`config.mk`:
```
export PLATFORM = sky130hd
export DESIGN_NAME = ldm_writeback_seq
export DESIGN_NICKNAME = d
export VERILOG_FILES = /design/src/rtl/ldm_writeback_seq.sv
export SDC_FILE = /design/constraint.sdc
export NUM_CORES = 1
export LEC_CHECK = 0
export BUFFER_PORTS_ARGS = -buffer_cell sky130_fd_sc_hd__clkbuf_2
export CORE_MARGIN = 8
export CORE_UTILIZATION = 51
export DETAILED_ROUTE_END_ITERATION = 8
export GPL_ROUTABILITY_DRIVEN = 0
export GPL_TIMING_DRIVEN = 0
export HOLD_SLACK_MARGIN = 0.15
export PLACE_DENSITY = 0.85
export SETUP_SLACK_MARGIN = 0.05
export SYNTH_ARGS = -nofsm -noshare
export SYNTH_HDL_FRONTEND = slang
export SYNTH_SLANG_ARGS = --single-unit
```
`constraint.sdc`:
```
create_clock -name clk -period 2.9 [get_ports clk]
set_input_delay 0 -clock clk [delete_from_list [all_inputs] [get_ports clk]]
set_output_delay 0 -clock clk [all_outputs]
set_load 0.005 [all_outputs]
```
`src/rtl/ldm_writeback_seq.sv`:
```
//==============================================================================
// Module      : ldm_writeback_seq
// Description : Load-multiple sequencer, the writer side of the register set.
//               A start pulse walks a 16-bit register list from index 0 up to
//               index 15 and issues one memory read per set bit at
//               consecutive word addresses (increment-after). Each returned
//               word goes to the register-set write port. A load that targets
//               register 15 goes to the PC-load strobe instead, because the
//               register set overwrites PC every cycle. When the list is
//               finished, the updated base can optionally be written back.
//
// Ports       :
//   clk            in   1    clock
//   rst            in   1    synchronous active-high reset
//   i_start        in   1    start pulse, sampled only in IDLE
//   i_reg_list     in   16   bit n set = load register n
//   i_base         in   DW   start address
//   i_base_idx     in   4    index of the base register
//   i_wback        in   1    write the updated base to i_base_idx
//   o_busy         out  1    operation in progress
//   o_done         out  1    one-cycle completion pulse
//   o_mem_rd_en    out  1    one-cycle memory read request
//   o_mem_addr     out  DW   read address, valid with o_mem_rd_en
//   i_mem_rdata    in   DW   read data
//   i_mem_rvalid   in   1    read data valid
//   o_addr_rd      out  4    register write address
//   o_rd           out  DW   register write data
//   o_rd_wr_en     out  1    register write enable
//   o_pc_load      out  1    one-cycle PC load strobe
//   o_pc_val       out  DW   PC load value
//
// Revision    : 1.0 - initial release
//==============================================================================
`default_nettype none

module ldm_writeback_seq #(
    parameter int DW   = 32,
    parameter int STEP = 4
) (
    input  logic          clk,
    input  logic          rst,
    input  logic          i_start,
    input  logic [15:0]   i_reg_list,
    input  logic [DW-1:0] i_base,
    input  logic [3:0]    i_base_idx,
    input  logic          i_wback,
    output logic          o_busy,
    output logic          o_done,
    output logic          o_mem_rd_en,
    output logic [DW-1:0] o_mem_addr,
    input  logic [DW-1:0] i_mem_rdata,
    input  logic          i_mem_rvalid,
    output logic [3:0]    o_addr_rd,
    output logic [DW-1:0] o_rd,
    output logic          o_rd_wr_en,
    output logic          o_pc_load,
    output logic [DW-1:0] o_pc_val
);

    // Register 15 is the program counter; writes to it use the PC-load path.
    localparam logic [3:0] c_PC_IDX = 4'd15;

    typedef enum logic [2:0] {
        S_IDLE = 3'd0,
        S_REQ  = 3'd1,
        S_WAIT = 3'd2,
        S_WB   = 3'd3,
        S_DONE = 3'd4
    } state_t;

    state_t        r_state;
    logic [15:0]   r_pending;   // registers still to be loaded
    logic [15:0]   r_list;      // original list, for the base-in-list test
    logic [DW-1:0] r_addr;      // address of the current/next read
    logic [DW-1:0] r_base;      // original base, for the writeback value
    logic [3:0]    r_base_idx;
    logic          r_wback;
    logic [4:0]    r_count;     // number of registers in the list

    logic [3:0]    w_target;
    logic [15:0]   w_pending_clr;
    logic [DW-1:0] w_addr_next;
    logic [DW-1:0] w_wb_value;
    logic          w_base_in_list;
    logic [4:0]    w_list_count;

    function automatic logic [4:0] popcount16(input logic [15:0] v);
        logic [4:0] n;
        n = 5'd0;
        for (int i = 0; i < 16; i++) begin
            n = n + {4'd0, v[i]};
        end
        return n;
    endfunction

    // Lowest set bit of the pending mask. Scanning downward lets the last
    // (lowest) hit win. The mask does not change while a read is
    // outstanding, so this stays stable from REQ through the rvalid cycle.
    always_comb begin
        w_target = 4'd0;
        for (int i = 15; i >= 0; i--) begin
            if (r_pending[i]) begin
                w_target = 4'(i);
            end
        end
    end

    assign w_pending_clr  = r_pending & ~(16'd1 << w_target);
    assign w_addr_next    = r_addr + DW'(STEP);
    assign w_wb_value     = r_base + (DW'(r_count) * DW'(STEP));
    assign w_base_in_list = r_list[r_base_idx];
    assign w_list_count   = popcount16(i_reg_list);

    // Every output is registered. A request is raised on the transition into
    // REQ, so the write for load k and the request for load k+1 appear
    // in the same cycle. o_busy drops one cycle after the o_done pulse.
    always_ff @(posedge clk) begin
        if (rst) begin
            r_state     <= S_IDLE;
            r_pending   <= 16'd0;
            r_list      <= 16'd0;
            r_addr      <= '0;
            r_base      <= '0;
            r_base_idx  <= 4'd0;
            r_wback     <= 1'b0;
            r_count     <= 5'd0;
            o_busy      <= 1'b0;
            o_done      <= 1'b0;
            o_mem_rd_en <= 1'b0;
            o_mem_addr  <= '0;
            o_addr_rd   <= 4'd0;
            o_rd        <= '0;
            o_rd_wr_en  <= 1'b0;
            o_pc_load   <= 1'b0;
            o_pc_val    <= '0;
        end else begin
            // Strobes default low; address/data outputs hold their value.
            o_mem_rd_en <= 1'b0;
            o_rd_wr_en  <= 1'b0;
            o_pc_load   <= 1'b0;
            o_done      <= 1'b0;

            case (r_state)
                S_IDLE: begin
                    o_busy <= 1'b0;
                    if (i_start) begin
                        r_pending  <= i_reg_list;
                        r_list     <= i_reg_list;
                        r_addr     <= i_base;
                        r_base     <= i_base;
                        r_base_idx <= i_base_idx;
                        r_wback    <= i_wback;
                        r_count    <= w_list_count;
                        o_busy     <= 1'b1;
                        if (i_reg_list != 16'd0) begin
                            r_state     <= S_REQ;
                            o_mem_rd_en <= 1'b1;
                            o_mem_addr  <= i_base;
                        end else begin
                            // Empty list: no reads, no writes, no writeback.
                            r_state <= S_DONE;
                        end
                    end
                end

                S_REQ: begin
                    o_busy  <= 1'b1;
                    r_state <= S_WAIT;
                end

                S_WAIT: begin
                    o_busy <= 1'b1;
                    if (i_mem_rvalid) begin
                        if (w_target == c_PC_IDX) begin
                            o_pc_load <= 1'b1;
                            o_pc_val  <= i_mem_rdata;
                        end else begin
                            o_rd_wr_en <= 1'b1;
                            o_addr_rd  <= w_target;
                            o_rd       <= i_mem_rdata;
                        end
                        r_pending <= w_pending_clr;
                        r_addr    <= w_addr_next;
                        if (w_pending_clr != 16'd0) begin
                            r_state     <= S_REQ;
                            o_mem_rd_en <= 1'b1;
                            o_mem_addr  <= w_addr_next;
                        end else if (r_wback && !w_base_in_list) begin
                            r_state <= S_WB;
                        end else begin
                            // A base register that is also loaded keeps the
                            // loaded value, so writeback is skipped.
                            r_state <= S_DONE;
                        end
                    end
                end

                S_WB: begin
                    o_busy <= 1'b1;
                    if (r_base_idx == c_PC_IDX) begin
                        o_pc_load <= 1'b1;
                        o_pc_val  <= w_wb_value;
                    end else begin
                        o_rd_wr_en <= 1'b1;
                        o_addr_rd  <= r_base_idx;
                        o_rd       <= w_wb_value;
                    end
                    r_state <= S_DONE;
                end

                S_DONE: begin
                    o_busy  <= 1'b1;
                    o_done  <= 1'b1;
                    r_state <= S_IDLE;
                end

                default: begin
                    r_state <= S_IDLE;
                end
            endcase
        end
    end

endmodule

`default_nettype wire

```
# Word-level counts from Yosys, hierarchy flattened
# Index checks and enable logic that the tools add are counted.
# W data, S select, Z words.
# classes
reduce_logical	15
n_bitwise	2
eq_ne	14
magnitude_cmp	1
n_addsub	17
mux	63
n_shift	1
# ops
cell	n
$mux W32	12
$pmux W32 S2	4
$mux W4	19
$add A5 B1 Y5	11
$add A32 B3 Y32 const B	1
$add A32 B7 Y32	1
$mux W16	2
$pmux W16 S2	1
$reduce_bool A16 Y1	2
$and A16 B16 Y16	1
$ne A2 B2 Y1 const B	8
$not A16 Y16	1
$shl A1 B4 Y16 const A	1
$mux W3	5
$mux W1	13
$pmux W3 S4	1
$eq A4 B4 Y1 const B	2
$pmux W1 S2	4
$pmux W4 S2	1
$reduce_and A4 Y1	2
$eq A3 B2 Y1 const B	2
$reduce_bool A2 Y1	3
$add A4 B1 Y5	1
$lt A4 B5 Y1 const B	1
13 further kinds	14
# totals
out_inout_bits	105
reg_bits	214
inputBits	89

# Logic depth before layout (Yosys ltp)
# Gate-level depths: netlist (run 1).
# logic_depth
ltp_word	23
mapped_depth	14
ltp_nobuf	14

# Worst setup path after synthesis (run 1)
# OpenSTA, ideal clock, no wires.
# synth_timing
kind	input -> register
start	input i_reg_list[0]
end	register r_count[3]
stages	12
path_buffers	0
setup_slack_ns	-0.184
t_required_ns	2.830
arrival_ns	3.014
cell_sequence	fa_1 > inv_1 > fa_1 > fa_1 > fa_1 > inv_1 > ha_1 > a21o_1 > a21oi_1 > xnor2_1 > nand2_1 > a21oi_1
# synth_via
elab_chain_cells	15
# synth_rtl
element	line	text
start: declaration	43	input logic [15:0] i_reg_list,
$add A1 B1 Y2	91	n = n + {4'd0, v[i]};
$add A2 B1 Y3	91	
$add A3 B1 Y4	91	
$add A4 B1 Y5	91	
$add A5 B1 Y5 (11 in a row)	91	
end signal: assignment	153	r_count <= w_list_count;
end: declaration	78	logic [4:0] r_count;
# No other way between the ends.
# A chain may end at the register's enable or synchronous reset.

# Worst setup path in the final report (run 1)
# layout_timing
start	register r_pending[8]
end	register o_mem_addr[17]
# layout_via
elab_chain_cells	15
# layout_rtl
element	line	text
start: declaration	72	logic [15:0] r_pending;
start signal: assignment	147	r_pending <= i_reg_list;
start signal: assignment	182	r_pending <= w_pending_clr;
$mux W4 (9 in a row)	102	if (r_pending[i]) begin
$shl A1 B4 Y16	108	assign w_pending_clr = r_pending & ~(16'd1 << w_target);
$not A16 Y16	108	
$and A16 B16 Y16 (*)	108	
$reduce_bool A16 Y1 (*)	184	if (w_pending_clr != 16'd0) begin
$ne A2 B2 Y1 (no source line) (*)	--	
$reduce_and A5 Y1 (no source line) (*)	--	
end signal: assignment	158	o_mem_addr <= i_base;
end signal: assignment	187	o_mem_addr <= w_addr_next;
end: declaration	50	output logic [DW-1:0] o_mem_addr,
# Every way passes the cells marked *; elsewhere a longest branch is shown, timed or not.

==> results.py, run 1 <==
metrics = {
    "outcome": {
        "status": "finished with violations",
        "violations": "design-rule violations, negative setup slack",
    },
    "yosys": {
        "yosysTopAreaCell": "dfxtp_1",
        "synth_area_leaders": "dfxtp_1 (40%), nand2_1 (10%), a21oi_1 (6.9%)",
        "synthDistinctLibCells": 56,
        "synthCells": 1346,
        "syn_nets": 1458,
        "synth_enable_flop_cells": 0,
        "ys_seq_area_frac": 0.4034,
        "synth_top_cell_area_share": 0.4034,
        "synth-main-ff-cell": "dfxtp_1",
        "synth_warnings": 0,
        "synth.most_common_cell": "nand2_1",
        "syn_area_mm2": 0.01062,
        "synthArstFlopShare": 0,
        "netlist_top_cells_count": "nand2_1 (284), dfxtp_1 (214), a21oi_1 (147)",
        "ys_seq_elements": 214,
        "syn_avg_cell_area_um2": 7.890,
    },
    "final_layout": {
        "final_area_mm2": 0.01421,
        "seqCellArea_mm2": 0.004303,
        "nets": 1787,
        "fillers": 1415,
        "layout-drive-gt1-share": 0.1994,
        "multi_input_area_mm2": 0.006058,
        "syn2layout_area_growth_pct": 33.78,
    },
    "clock_network": {
        "cts_buffers": 23,
        "cts.clk_slew.worst_paths_ps": 60,
        "root_buffer": "clkbuf_16",
        "cts_tree": "yes",
        "clock_latency_ps": 510,
        "ctsLongestPathBuffers": 3,
        "clock_sinks": 214,
        "cts_max_level": 1,
    },
    "floorplanning": {
        "dieArea_mm2": 0.02570,
        "pin_count": 194,
        "die_h_um": 160.3,
        "core_area_mm2": 0.02036,
        "fp.dieW_um": 160.3,
        "rows": 52,
        "start_util": 0.5215,
    },
    "critical_path": {
        "path_cells": "buf_4 -> nor3b_1 -> a2111oi_2 -> a2111oi_4 -> buf_4 -> o2bb2ai_1 -> o22ai_2 -> nor4_2 -> a211o_1 -> buf_6 -> buf_12 -> buf_6 -> mux2i_2",
        "worstSetupPathType": "reg -> reg",
        "end_kind": "flip-flop",
        "required_ps": 3330,
        "cp.arrival_ps": 4190,
        "reg2reg_slack_ps": -860,
        "startpoint_type": "flip-flop",
        "crit_buf_inv": 5,
        "worst-path-max-fanout": 10,
        "cp_slowest_stage_delay_ps": 600,
        "critical_path.top_delay_family": "compound AO/OA/AOI/OAI gates",
        "slowest_stage": "nor3b_1",
    },
    "drt": {
        "num_vias": 11900,
        "post_drt_via_cell_ratio": 6.066,
        "avgRoutedWirePerCell_um": 20.66,
        "finalWirelength_um": 40510,
        "drt-initial-drc-count": 1657,
        "first_pass_iters": 9,
        "ant_nets": 0,
        "drc": 146,
    },
    "run": {
        "cap_violations": 0,
    },
    "placement": {
        "hpwl_um": 26620,
        "placed_area_mm2": 0.01195,
        "portBuffers": 192,
    },
    "global_routing": {
        "overflow": 0,
        "track_usage": 0.2938,
        "antenna_found_initial": 1,
        "grt_max_degree": 14,
        "grt_pass1_vias": 11440,
        "grt_first_pass_wirelength_um": 61950,
    },
    "power_and_ir_drop": {
        "peakVddDrop_mv": 0.4722,
        "p_leak_uw": 0.005755,
        "power_density_mw_per_mm2": 643.5,
        "p_total_uw": 9142,
    },
    "sta": {
        "finalSetupViolCount": 109,
        "rsz0062_at_grt": "true",
        "worstMarginPinSlew_ps": 901.0,
        "skew_ps": 14.43,
        "timing.fmax_ghz": 0.2661,
        "setup_ws_ps": -857.3,
        "slew_viol_final": 0,
        "slew_headroom": 0.3938,
        "hold_violations": 0,
        "period_needed_ps": 3757,
        "fin_crit_sh": 1.296,
    },
    "worst_hold_path": {
        "hold_class": "in -> reg",
    },
}
worst paths after layout:
path,startpoint,endpoint,cells after the start
hold / removal,rst,o_mem_addr[31]$_SDFFE_PP0P_,3
setup reg to reg,r_pending[8]$_SDFFE_PP0P_,o_mem_addr[17]$_SDFFE_PP0P_,13
setup / recovery,r_pending[8]$_SDFFE_PP0P_,o_mem_addr[17]$_SDFFE_PP0P_,13
hold reg to reg,o_rd[26]$_SDFFE_PP0P_,o_rd[26]$_SDFFE_PP0P_,2
per-layer routing:
layer  routed length, um  global-route usage  vias to the layer above  share of wire
met1               15050              0.3653                     5466           0.37
met3                5108             0.08231                      253           0.13
met4                2337              0.1338                        0          0.058
met2               18010              0.4665                      927           0.44
li1                    -                   -                     5249              -
met5                   0                   0                        -              0
tightest hold or removal path: cells and delay by family:
kind,cells,cell delay [ps]
buffers and inverters,1,280
AND/OR/NAND/NOR,1,260
multiplexers,1,150
stage by stage:
step | std cells | hold WS (ps) | setup WS (ps) | utilization | TNS [ps]
2_1_floorplan | 1346 | 136.0 | -109.6 | - | -362.6
3_3_place_gp | 1808 | 243.5 | -530.0 | 0.5867 | -24880
3_5_place_dp | 1808 | 242.6 | -550.7 | 0.5867 | -27320
4_1_cts | 1947 | 166.7 | -286.4 | 0.6782 | -8584
5_1_grt | 1961 | 239.5 | -958.4 | 0.6977 | -44890
6_report | 1961 | 227.6 | -857.3 | 0.6977 | -32190
cells in the final DEF, fill, tap and decap left out, types with 22 or more instances in the layout:
master / count
clkbuf_2: 193
clkbuf_16: 26
clkbuf_1: 76
mux2i_1: 29
nand2_1: 283
a211oi_1: 23
nor2_1: 95
nor3_1: 22
dfxtp_1: 207
xor2_1: 28
inv_1: 31
xnor2_1: 27
nand2b_1: 53
o21ai_0: 77
dlygate4sd3_1: 88
a21oi_1: 142
cell families after synthesis:
group           Yosys count  synth area share
flops                   214            0.4034
simple gates            562            0.2432
mux                      41           0.04536
fa+ha+maj                24           0.03581
compound gates          319            0.1763
buf+inv                 131           0.05066
xor+xnor                 55           0.04536
state kept, by name, summed over array words and instances (netlist names):
name         cells
o_done           1
o_addr_rd        4
r_list          16
r_count          5
r_base          32
r_pending       16
o_pc_val        32
o_mem_addr      32
o_mem_rd_en      1
o_rd_wr_en       1
r_base_idx       4
o_rd            32
r_addr          32
r_wback          1
o_pc_load        1
o_busy           1
r_state          3
where the power goes:
| group | internal [uW] | switching, uW |
|---|---|---|
| combinational | 1130 | 1550 |
| sequential | 3220 | 267 |
| clock | 1760 | 1210 |
repair_timing:
action                     CTS  global route
cloned                       0             3
pin swaps                   10            15
resized for setup           45            89
setup buffers               14            11
hold endpoints to repair   202             0
setup endpoints to repair  103           108
hold buffers                88             0
cell type report:
| type | count | area share |
|---|---|---|
| diodes | 1 | 0.0001761 |
| plain buffers | 95 | 0.03417 |
| clock buffers | 34 | 0.04694 |
| clock inverters | 6 | 0.005636 |
| inverters | 35 | 0.009247 |
| multi-input cells | 1001 | 0.4264 |
| flip-flops and latches | 214 | 0.3029 |
| well taps | 270 | 0.02378 |
| repair buffers | 305 | 0.1508 |
(Power assumes the default switching activity.)
==> run 2, diff against run 1 <==
--- a/config.mk
+++ b/config.mk
@@ -6,7 +6,7 @@
 export NUM_CORES = 1
 export LEC_CHECK = 0
 export BUFFER_PORTS_ARGS = -buffer_cell sky130_fd_sc_hd__clkbuf_2
-export CORE_MARGIN = 8
+export CORE_MARGIN = 2
 export CORE_UTILIZATION = 51
 export DETAILED_ROUTE_END_ITERATION = 8
 export GPL_ROUTABILITY_DRIVEN = 0
==> run 2 against run 1 <==
  * The run ends with negative setup slack left
  * Flip-flop and latch count did not move
  * Critical path depth fell by 2
  * Non-clock buffer count rose by 16
  * Final cell count rose by 0.87%
  * Setup slack improved by 450 ps
  * Largest power group unchanged
  * Highest routed layer is now met5
  * Register-to-register slack improved by 450 ps
  * Count of clock-buffer cells in the layout fell by 3
==> results.py, run 2 (same netlist as run 1, synthesis figures left out) <==
metrics = {
    "sta": {
        "timing.fmax_ghz": 0.3026,
        "fin_crit_sh": 1.140,
        "slew_headroom": 0.3728,
        "rsz0062_at_grt": "true",
        "hold_violations": 0,
        "worstMarginPinSlew_ps": 940.8,
        "setup_ws_ps": -404.6,
        "slew_viol_final": 0,
        "period_needed_ps": 3305,
        "skew_ps": 20.54,
        "finalSetupViolCount": 107,
    },
    "final_layout": {
        "fillers": 1342,
        "layout-drive-gt1-share": 0.2226,
        "mostFrequentLayoutCells": "nand2_1 (282), dfxtp_1 (204), clkbuf_2 (190), a21oi_1 (135), nor2_1 (91)",
        "post-route-util": 0.7161,
        "syn2layout_area_growth_pct": 37.32,
        "final_common_cell": "nand2_1",
        "nets": 1804,
    },
    "global_routing": {
        "grt_pass1_vias": 11420,
        "antenna_found_initial": 1,
        "use_met1": 0.4239,
        "use_met3": 0.07055,
        "overflow": 0,
        "busiest_layer": "met2",
        "grt_max_degree": 15,
        "grtUsageMet2": 0.5412,
        "grt_first_pass_wirelength_um": 58980,
        "track_usage": 0.3331,
    },
    "drt": {
        "post_drt_via_cell_ratio": 6.206,
        "num_vias": 12280,
        "avgRoutedWirePerCell_um": 20.99,
        "finalWirelength_um": 41520,
        "ant_nets": 0,
        "drt-initial-drc-count": 1873,
        "drc": 0,
        "first_pass_iters": 9,
    },
    "floorplanning": {
        "dieArea_mm2": 0.02199,
        "die_h_um": 148.3,
        "core_area_mm2": 0.02036,
        "start_util": 0.5215,
        "rows": 52,
        "fp.dieW_um": 148.3,
        "pin_count": 194,
    },
    "critical_path": {
        "startpoint_type": "flip-flop",
        "required_ps": 3290,
        "cp.arrival_ps": 3700,
        "end_kind": "flip-flop",
        "worst-path-max-fanout": 10,
        "worstSetupPathType": "reg -> reg",
    },
    "clock_network": {
        "clock_sinks": 214,
        "cts_max_level": 1,
        "cts_buffers": 23,
        "cts.clk_slew.worst_paths_ps": 70,
        "root_buffer": "clkbuf_16",
        "clock_latency_ps": 510,
        "ctsLongestPathBuffers": 3,
        "cts_tree": "yes",
    },
    "power_and_ir_drop": {
        "p_leak_uw": 0.005893,
        "peakVddDrop_mv": 0.3905,
        "power_density_mw_per_mm2": 640.0,
    },
    "placement": {
        "hpwl_um": 25420,
        "portBuffers": 192,
        "dp_slack_ps": -537.0,
    },
    "outcome": {
        "status": "finished with violations",
        "violations": "negative setup slack",
    },
    "run": {
        "cap_violations": 0,
    },
    "worst_hold_path": {
        "hold_class": "in -> reg",
    },
}
-- run 2: power breakdown --
part	internal [uW]	leakage [uW]	switching, uW	total (uW)
registers	3220	0.00175	267	3490
clock network	1830	0.000372	1230	3060
logic	1170	0.00377	1610	2780
total	6220	0.00589	3110	9330
-- run 2: cell type report --
cell class / instances / area (um2) / share of cell area
Multi-Input combinational cell: 1002 / 6208 / 0.4257
Sequential cell: 214 / 4309 / 0.2955
Timing Repair Buffer: 321 / 2273 / 0.1559
Clock buffer: 31 / 645.6 / 0.04427
Buffer: 95 / 538.0 / 0.03689
Tap cell: 270 / 337.8 / 0.02316
Clock inverter: 9 / 135.1 / 0.009266
Inverter: 35 / 133.9 / 0.009180
Antenna cell: 1 / 2.502 / 0.0001716
-- run 2: final timing paths --
path                        startpoint                          end  slack, ps  cells past startpoint
max          r_pending[8]$_SDFFE_PP0P_   o_mem_addr[4]$_SDFFE_PP0P_       -400                     11
min reg2reg     r_list[3]$_SDFFE_PP0P_       r_list[3]$_SDFFE_PP0P_        460                      2
min                                rst  o_mem_addr[31]$_SDFFE_PP0P_        250                      3
max reg2reg  r_pending[8]$_SDFFE_PP0P_   o_mem_addr[4]$_SDFFE_PP0P_       -400                     11
-- run 2: what timing repair did --
action / CTS / global route
gates resized for setup: 54 / 141
setup buffers: 12 / 23
hold buffers: 88 / 0
endpoints found under the setup margin: 103 / 115
endpoints found under the hold margin: 202 / 0
pin swaps: 5 / 30
cloned: 2 / 7
-- run 2: critical path: stages, from the launching register on --
cell	delay, ps
dfxtp_4	370
or4_4	590
or4_4	560
buf_4	180
nor3_4	140
o21a_1	190
o22ai_2	110
nor4_4	160
a211o_1	270
buf_6	160
buf_12	140
mux2_4	300
-- run 2: layer usage --
metal	vias up	share of wire
met5	-	0.0015
met4	2	0.072
met3	307	0.13
met2	1082	0.45
met1	5589	0.35
li1	5295	-
-- run 2: through the flow --
step           hold WS (ps)  total power (uW)  cells  area [um2]  setup TNS [ps]
2_1_floorplan         136.0              4814   1346       10650          -362.6
3_3_place_gp          244.3              5443   1808       11950          -22890
3_5_place_dp          244.5              5522   1808       11950          -25830
4_1_cts               197.8              8803   1949       13930           -6851
5_1_grt               245.5              9610   1978       14580          -28010
6_report              252.8              9334   1978       14580          -22330
